`src/rtl/shift_pkg.sv`:
```
// Shared mode encoding for the universal shift register and its next-state logic.
// Latency: none (declarations only).
// Backpressure: not applicable.
package shift_pkg;

    typedef logic [2:0] mode_t;

    localparam mode_t MODE_HOLD = 3'b000;
    localparam mode_t MODE_LOAD = 3'b001;
    localparam mode_t MODE_SHL  = 3'b010;
    localparam mode_t MODE_SHR  = 3'b011;
    localparam mode_t MODE_ROL  = 3'b100;
    localparam mode_t MODE_ROR  = 3'b101;
    localparam mode_t MODE_ASR  = 3'b110;
    localparam mode_t MODE_CLR  = 3'b111;

endpackage

```
`src/rtl/univ_shift_reg_if.sv`:
```
// Control/data bundle between a driver and the universal shift register.
// Latency: none (wires only).
// Backpressure: none; en gates every update.
interface univ_shift_reg_if #(
    parameter int WIDTH = 8
);
    import shift_pkg::*;

    logic             en;
    mode_t            mode;
    logic [WIDTH-1:0] d;
    logic             sin_lsb;
    logic             sin_msb;
    logic [WIDTH-1:0] q;
    logic [WIDTH-1:0] q_not;
    logic             sout_msb;
    logic             sout_lsb;
    logic             zero;

    modport master (
        output en, mode, d, sin_lsb, sin_msb,
        input  q, q_not, sout_msb, sout_lsb, zero
    );

    modport slave (
        input  en, mode, d, sin_lsb, sin_msb,
        output q, q_not, sout_msb, sout_lsb, zero
    );

endinterface

```
`src/rtl/shift_next.sv`:
```
// Next-value selector for the shift register: load, shifts, rotates, clear.
// Latency: purely combinational.
// Backpressure: none; the caller decides whether to commit the value.
module shift_next
    import shift_pkg::*;
#(
    parameter int WIDTH = 8
) (
    input  logic [WIDTH-1:0] q,
    input  mode_t            mode,
    input  logic [WIDTH-1:0] d,
    input  logic             sin_lsb,
    input  logic             sin_msb,
    output logic [WIDTH-1:0] nxt
);

    // Select the candidate value; serial inputs and d only matter in their own modes.
    always_comb begin
        nxt = q;
        case (mode)
            MODE_HOLD: nxt = q;
            MODE_LOAD: nxt = d;
            MODE_SHL:  nxt = {q[WIDTH-2:0], sin_lsb};
            MODE_SHR:  nxt = {sin_msb, q[WIDTH-1:1]};
            MODE_ROL:  nxt = {q[WIDTH-2:0], q[WIDTH-1]};
            MODE_ROR:  nxt = {q[0], q[WIDTH-1:1]};
            MODE_ASR:  nxt = {q[WIDTH-1], q[WIDTH-1:1]};
            MODE_CLR:  nxt = '0;
            default:   nxt = q;
        endcase
    end

endmodule

```
`src/rtl/univ_shift_reg.sv`:
```
// WIDTH-bit storage/serialiser register with load, shift, rotate and clears.
// Latency: one clock from a qualified edge to the new q.
// Backpressure: en=0 holds q for every mode, including clear.
module univ_shift_reg
    import shift_pkg::*;
#(
    parameter int          WIDTH     = 8,
    parameter logic [63:0] RESET_VAL = 64'd0
) (
    input  logic                clk,
    input  logic                reset,
    univ_shift_reg_if.slave     bus
);

    // Reset value is cut down to the register width.
    localparam logic [WIDTH-1:0] RST_V = RESET_VAL[WIDTH-1:0];

    logic [WIDTH-1:0] q_r;
    logic [WIDTH-1:0] nxt;

    shift_next #(
        .WIDTH (WIDTH)
    ) u_next (
        .q       (q_r),
        .mode    (bus.mode),
        .d       (bus.d),
        .sin_lsb (bus.sin_lsb),
        .sin_msb (bus.sin_msb),
        .nxt     (nxt)
    );

    // Storage: async clear to RESET_VAL, otherwise commit the next value when enabled.
    always_ff @(posedge clk or negedge reset) begin
        if (!reset) begin
            q_r <= RST_V;
        end else if (bus.en) begin
            q_r <= nxt;
        end
    end

    assign bus.q        = q_r;
    assign bus.q_not    = ~q_r;
    assign bus.sout_msb = q_r[WIDTH-1];
    assign bus.sout_lsb = q_r[0];
    assign bus.zero     = ~|q_r;

endmodule

```
`src/flat_wrapper.sv`:
```
// flat-port wrapper written by rule: the top's interface ports become plain ports
module univ_shift_reg_flat import shift_pkg::*;
#(
    parameter int          WIDTH     = 8,
    parameter logic [63:0] RESET_VAL = 64'd0
)
  (clk, reset, bus_en, bus_mode, bus_d, bus_sin_lsb, bus_sin_msb, bus_q, bus_q_not, bus_sout_msb, bus_sout_lsb, bus_zero);
  univ_shift_reg_if #(.WIDTH(WIDTH)) bus_i ();
  input  logic clk;
  input  logic reset;
  input wire logic [$bits(bus_i.en)-1:0] bus_en;
  input wire logic [$bits(bus_i.mode)-1:0] bus_mode;
  input wire logic [$bits(bus_i.d)-1:0] bus_d;
  input wire logic [$bits(bus_i.sin_lsb)-1:0] bus_sin_lsb;
  input wire logic [$bits(bus_i.sin_msb)-1:0] bus_sin_msb;
  output wire logic [$bits(bus_i.q)-1:0] bus_q;
  output wire logic [$bits(bus_i.q_not)-1:0] bus_q_not;
  output wire logic [$bits(bus_i.sout_msb)-1:0] bus_sout_msb;
  output wire logic [$bits(bus_i.sout_lsb)-1:0] bus_sout_lsb;
  output wire logic [$bits(bus_i.zero)-1:0] bus_zero;
  assign bus_i.en = bus_en;
  assign bus_i.mode = bus_mode;
  assign bus_i.d = bus_d;
  assign bus_i.sin_lsb = bus_sin_lsb;
  assign bus_i.sin_msb = bus_sin_msb;
  assign bus_q = bus_i.q;
  assign bus_q_not = bus_i.q_not;
  assign bus_sout_msb = bus_i.sout_msb;
  assign bus_sout_lsb = bus_i.sout_lsb;
  assign bus_zero = bus_i.zero;
  univ_shift_reg #(.WIDTH(WIDTH), .RESET_VAL(RESET_VAL)) u_core (.clk(clk), .reset(reset), .bus(bus_i));
endmodule
```
`config.mk`:
```
export PLATFORM = sky130hd
export DESIGN_NAME = univ_shift_reg_flat
export DESIGN_NICKNAME = d
export VERILOG_FILES = /design/src/rtl/shift_pkg.sv /design/src/rtl/univ_shift_reg_if.sv /design/src/rtl/shift_next.sv /design/src/rtl/univ_shift_reg.sv /design/src/flat_wrapper.sv
export SDC_FILE = /design/constraint.sdc
export NUM_CORES = 1
export LEC_CHECK = 0
export ABC_AREA = 1
export CAP_MARGIN = 5
export CORE_MARGIN = 3
export CORE_UTILIZATION = 41
export CTS_CLUSTER_SIZE = 28
export DETAILED_ROUTE_END_ITERATION = 10
export PLACE_DENSITY_LB_ADDON = 0.2
export SLEW_MARGIN = 20
export SYNTH_ARGS = -nofsm -noshare
export SYNTH_HDL_FRONTEND = slang
export SYNTH_SLANG_ARGS = --single-unit
```
`constraint.sdc`:
```
create_clock -name clk -period 2.05 [get_ports clk]
set_input_delay 0.41 -clock clk [delete_from_list [all_inputs] [get_ports clk]]
set_output_delay 0.41 -clock clk [all_outputs]
set_load 0.05 [all_outputs]
```
Yosys cells after proc, flatten, opt, wreduce, memory -nomap -nowiden

Cells that the tools add are included.

Logic and storage cells: 18
Input port bits: 16
Bits in registers: 8

Reductions and logical operators: 5
Multiplexer cells: 1
Bitwise gates (word level): 3
Equality and inequality tests: 7

Operators by type and width:

| kind               | number |
|---|---|
| $pmux 8 s7         | 1 |
| $eq 3x3->1 const B | 4 |
| $not 8->8          | 1 |
| $reduce_or 8->1    | 1 |
| $eq 3x2->1 const B | 2 |
| $eq 3x1->1 const B | 1 |
| $logic_not 3->1    | 1 |
| $reduce_and 3->1   | 1 |
| $not 1->1          | 2 |
| $reduce_and 2->1   | 1 |
| $logic_not 1->1    | 1 |

Depth between registers and ports, before layout

Word-level depth: 3
Depth in mapped cells: 9
Gate-level depth less buffers: 8

Cells and area by module

A second synthesis with hierarchy kept.

Cells, all modules: 166
Area, all modules: 962.2 um2

Modules (own cells, without submodules):

| module         | area an instance (um2) | cells an instance | times used |
|---|---|---|---|
| shift_next     | 609.3                  | 124               | 1 |
| univ_shift_reg | 352.8                  | 42                | 1 |

Worst setup path before layout

Ideal clock, no wire load.

Path type: register to output
From: reg u_core.q_r[0], in the netlist u_core.bus.q[0]
To: out bus_zero
Slack: -0.601 ns
Arrival time: 2.241 ns
Data required time: 1.640 ns
Cell stages (with the launch flop): 4
Cell sequence: dfrtp_1 > inv_1 > nand3_1 > nor3_1

Longest elaborated chain between the ends: 2

RTL lines:

| item                   | RTL line             | RTL |
|---|---|---|
| start, declared        | univ_shift_reg.sv:18 | `logic [WIDTH-1:0] q_r;` |
| start signal, assigned | univ_shift_reg.sv:37 | `q_r <= nxt;` |
| $reduce_or 8->1        | univ_shift_reg.sv:45 | `assign bus.zero = ~\|q_r;` |
| $logic_not 1->1        | univ_shift_reg.sv:45 |  |
| end, declared          | flat_wrapper.sv:20   | `output wire logic [$bits(bus_i.zero)-1:0] bus_zero;` |

No other way between the ends.

Final worst setup path

From: reg u_core.q_r[2], in the netlist u_core.bus.q[2]
To: out bus_q[2]

RTL lines:

| item          | RTL line           | RTL |
|---|---|---|
| end, declared | flat_wrapper.sv:16 | `output wire logic [$bits(bus_i.q)-1:0] bus_q;` |

No word-level cell between the ends.

==> qor.json <==
{
  "timing.final.hold_violations": {"value": 0},
  "netlist.area_leader.share": {"value": 0.3002},
  "startpoint_type": {"value": "register"},
  "wirelength": {"value": 1.907, "unit": "mm"},
  "slack_of_the_critical_path": {"value": 0.07543, "unit": "ns"},
  "max_reg_flops": {"value": 8},
  "netlist-cell-type-count": {"value": 17},
  "worstSkewPairLatency": {"value": 0.25, "unit": "ns"},
  "number_of_antenna_violations_at_the_first_check_in_global_routing": {"value": 0},
  "worst_hold_path_type": {"value": "input pin to asynchronous set/reset pin"},
  "slowest_delay": {"value": 0.85, "unit": "ns"},
  "floorplan.die.width": {"value": 46.33, "unit": "um"},
  "die_y": {"value": 46.33, "unit": "um"},
  "synth_area_leaders": {"value": "sky130_fd_sc_hd__dfrtp_1 30%, sky130_fd_sc_hd__nand2_1 24%, sky130_fd_sc_hd__nand3_1 9.8%"},
  "tritoncts.num_buffers": {"value": 3},
  "reg2reg_from": {"value": "u_core.bus.q[7]"},
  "post-cts-setup-buffers": {"value": 0},
  "timing.setup.tns": {"value": 0, "unit": "ns"},
  "synthesis.nets": {"value": 125},
  "gp_routability_congestion": {"value": 0.8398},
  "clk_pin_slew": {"value": 0.06, "unit": "ns"},
  "max-clock-path-buffers": {"value": 2},
  "dr_total_vias": {"value": 817},
  "via_count_of_the_first_global_routing_pass": {"value": 651},
  "cap_viol_max_count": {"value": 0},
  "clock_tree_from_tritoncts": {"value": "done"},
  "rsz0062_at_grt": {"value": "no"},
  "detailroute.wirelength.met3": {"value": 214, "unit": "um"},
  "critical_path.cell_chain": {"value": "clkdlybuf4s50_1"},
  "power.density_cell_area": {"value": 842.2, "unit": "nW/um^2"},
  "layout_commonest_cell": {"value": "sky130_fd_sc_hd__nand2_1"},
  "synthesis.yosys.warnings": {"value": 0},
  "detail_route.wl_per_cell": {"value": 12.15, "unit": "um"},
  "wl_met1": {"value": 780, "unit": "um"},
  "post_detailed_route_via_to_cell_ratio": {"value": 5.204},
  "drt_drc_violations_left": {"value": 0},
  "layout-area-overhead-vs-synth": {"value": 52.91, "unit": "%"},
  "fin_skew": {"value": 0.004633, "unit": "ns"},
  "final_net_count": {"value": 160},
  "wl_met2": {"value": 901, "unit": "um"},
  "cp_data_arrival_time": {"value": 1.56, "unit": "ns"},
  "cp_top_family": {"value": "buffers and inverters"},
  "synthesis.area": {"value": 666.9, "unit": "um^2"},
  "outcome": {"value": "completed"},
  "dr.first_iter.drc_count": {"value": 34},
  "cts.hold.buffers_added": {"value": 0},
  "worst_supply_voltage_drop_on_vdd": {"value": 0.4251, "unit": "mV"},
  "grt_overflow_total": {"value": 0},
  "rows": {"value": 13},
  "grt_pass1_wl": {"value": 3.008, "unit": "mm"},
  "postSynthRegisterBits": {"value": 8},
  "yosys.area.top_type": {"value": "sky130_fd_sc_hd__dfrtp_1"},
  "final-max-slew-violation-count": {"value": 0},
  "grt_usage": {"value": 0.1940},
  "maxUsedRoutingLayer": {"value": "met4"},
  "total_of_fill_cells_in_the_finished_design": {"value": 128},
  "drive_gt1_frac": {"value": 0.2254},
  "fmaxAchievable": {"value": 506.4, "unit": "MHz"},
  "finalWorstPathRequiredPeriod": {"value": 1.975, "unit": "ns"},
  "worstRegToRegCells": {"value": 6},
  "cts_resized": {"value": 0},
  "place.port_buffers": {"value": 34},
  "h-tree-depth": {"value": 1},
  "relSlewSlack": {"value": 0.6700},
  "synth-seq-area-share": {"value": 0.3002},
  "critical_path.slowest_cell": {"value": "sky130_fd_sc_hd__clkdlybuf4s50_1"},
  "avgSynthCellArea": {"value": 6.118, "unit": "um^2"},
  "path_class": {"value": "register to primary output"},
  "finalCritPeriodShare": {"value": 0.9632},
  "setup_violations": {"value": 0},
  "timing.critical_path.required": {"value": 1.64, "unit": "ns"},
  "tightestPinTransition": {"value": 0.4934, "unit": "ns"},
  "fp.coreArea": {"value": 1415, "unit": "um^2"},
  "total_leakage_power": {"value": 0.5211, "unit": "nW"},
  "crit_buf_inv": {"value": 1},
  "most-common-layout-cells": {"value": "43 x sky130_fd_sc_hd__nand2_1, 19 x sky130_fd_sc_hd__clkdlybuf4s50_1, 14 x sky130_fd_sc_hd__buf_4"},
  "cp_num_cells": {"value": 1},
  "dpl.hpwl": {"value": 1.444, "unit": "mm"},
  "r2r_end": {"value": "u_core.bus.q[0]"},
  "worstSetupEndpointType": {"value": "primary output"},
  "drt_first_pass_iters": {"value": 4},
  "setup.reg_to_reg.worst_slack": {"value": 1.05, "unit": "ns"},
  "postRouteAntennaNets": {"value": 0},
  "antenna_cells_inserted": {"value": 0},
  "die-area": {"value": 2146, "unit": "um^2"},
  "io-pin-count": {"value": 35},
  "initial_core_util": {"value": 0.4713},
  "clk_root_buffer_cell": {"value": "sky130_fd_sc_hd__clkbuf_4"},
  "synthCells": {"value": 109},
  "pre_cts_ws": {"value": 0.05527, "unit": "ns"},
  "crit_path_max_fanout": {"value": 5},
  "grt_max_degree": {"value": 17},
  "clkSinkCount": {"value": 8}
}
cell usage after synthesis:
| master | n |
|---|---|
| sky130_fd_sc_hd__inv_2 | 2 |
| sky130_fd_sc_hd__buf_6 | 2 |
| sky130_fd_sc_hd__nand3_1 | 13 |
| sky130_fd_sc_hd__nor3_1 | 1 |
| sky130_fd_sc_hd__nand2_2 | 1 |
| sky130_fd_sc_hd__nor2_2 | 2 |
| sky130_fd_sc_hd__nand3_2 | 1 |
| sky130_fd_sc_hd__o21ai_0 | 5 |
| sky130_fd_sc_hd__o21ai_1 | 3 |
| sky130_fd_sc_hd__nand2_1 | 43 |
| sky130_fd_sc_hd__nor2_1 | 4 |
| sky130_fd_sc_hd__a21boi_4 | 1 |
| sky130_fd_sc_hd__dfrtp_1 | 8 |
| sky130_fd_sc_hd__a21oi_1 | 1 |
| sky130_fd_sc_hd__nand4_1 | 3 |
| sky130_fd_sc_hd__inv_1 | 17 |
| sky130_fd_sc_hd__buf_4 | 2 |
power by group:
part / switching [mW] / internal (mW) / total (mW)
Clock: 0.0605 / 0.0675 / 0.128
Sequential: 0.0513 / 0.183 / 0.235
Combinational: 0.337 / 0.159 / 0.496
Total: 0.449 / 0.410 / 0.859
layer usage:
| metal | vias up | track usage |
|---|---|---|
| met4 | 0 | 0.06818 |
| met1 | 362 | 0.2810 |
| met2 | 46 | 0.2912 |
| met5 | - | 0 |
| li1 | 407 | - |
| met3 | 2 | 0.02344 |
cell type report:
class	count	area [um^2]	area share
Multi-Input combinational cell	78	369.1	0.3620
Inverter	19	93.84	0.09202
Sequential cell	8	200.2	0.1963
Timing Repair Buffer	34	315.3	0.3092
Tap cell	15	18.77	0.01840
Clock buffer	3	22.52	0.02209
cell families (layout without fill, tap and decap cells):
| kind of cell | after synthesis | in the layout | synth area share |
|---|---|---|---|
| AND/OR/NAND/NOR | 68 | 68 | 0.4409 |
| buffers and inverters | 23 | 56 | 0.1632 |
| flip-flops | 8 | 8 | 0.3002 |
| AO/OA/AOI/OAI | 10 | 10 | 0.09567 |
worst max path at each step:
stage | to | slack (ns) | start
after floorplan | bus_zero | 0.003 | u_core.bus.q[4]
after global placement | u_core.bus.q[0] | 0.11 | bus_mode[0]
after detailed placement | u_core.bus.q[0] | 0.06 | bus_mode[0]
after CTS | bus_q[2] | 0.07 | u_core.bus.q[2]
after global routing | bus_q[2] | 0.01 | u_core.bus.q[2]
final | bus_q[2] | 0.08 | u_core.bus.q[2]
stage by stage:
stage          cell area [um^2]    util  hold WS, ns  std cells  total power [mW]
4_1_cts                    1020  0.7206       0.4556        157            0.8602
3_3_place_gp              997.2  0.7047       0.5473        154            0.7266
3_5_place_dp              997.2  0.7047       0.5736        154            0.7336
2_1_floorplan             700.7       -       0.1144        109            0.5713
6_report                   1020  0.7206       0.4395        157            0.8588
5_1_grt                    1020  0.7206       0.4548        157            0.8986
No activity file was read; power rests on OpenSTA's default activity.
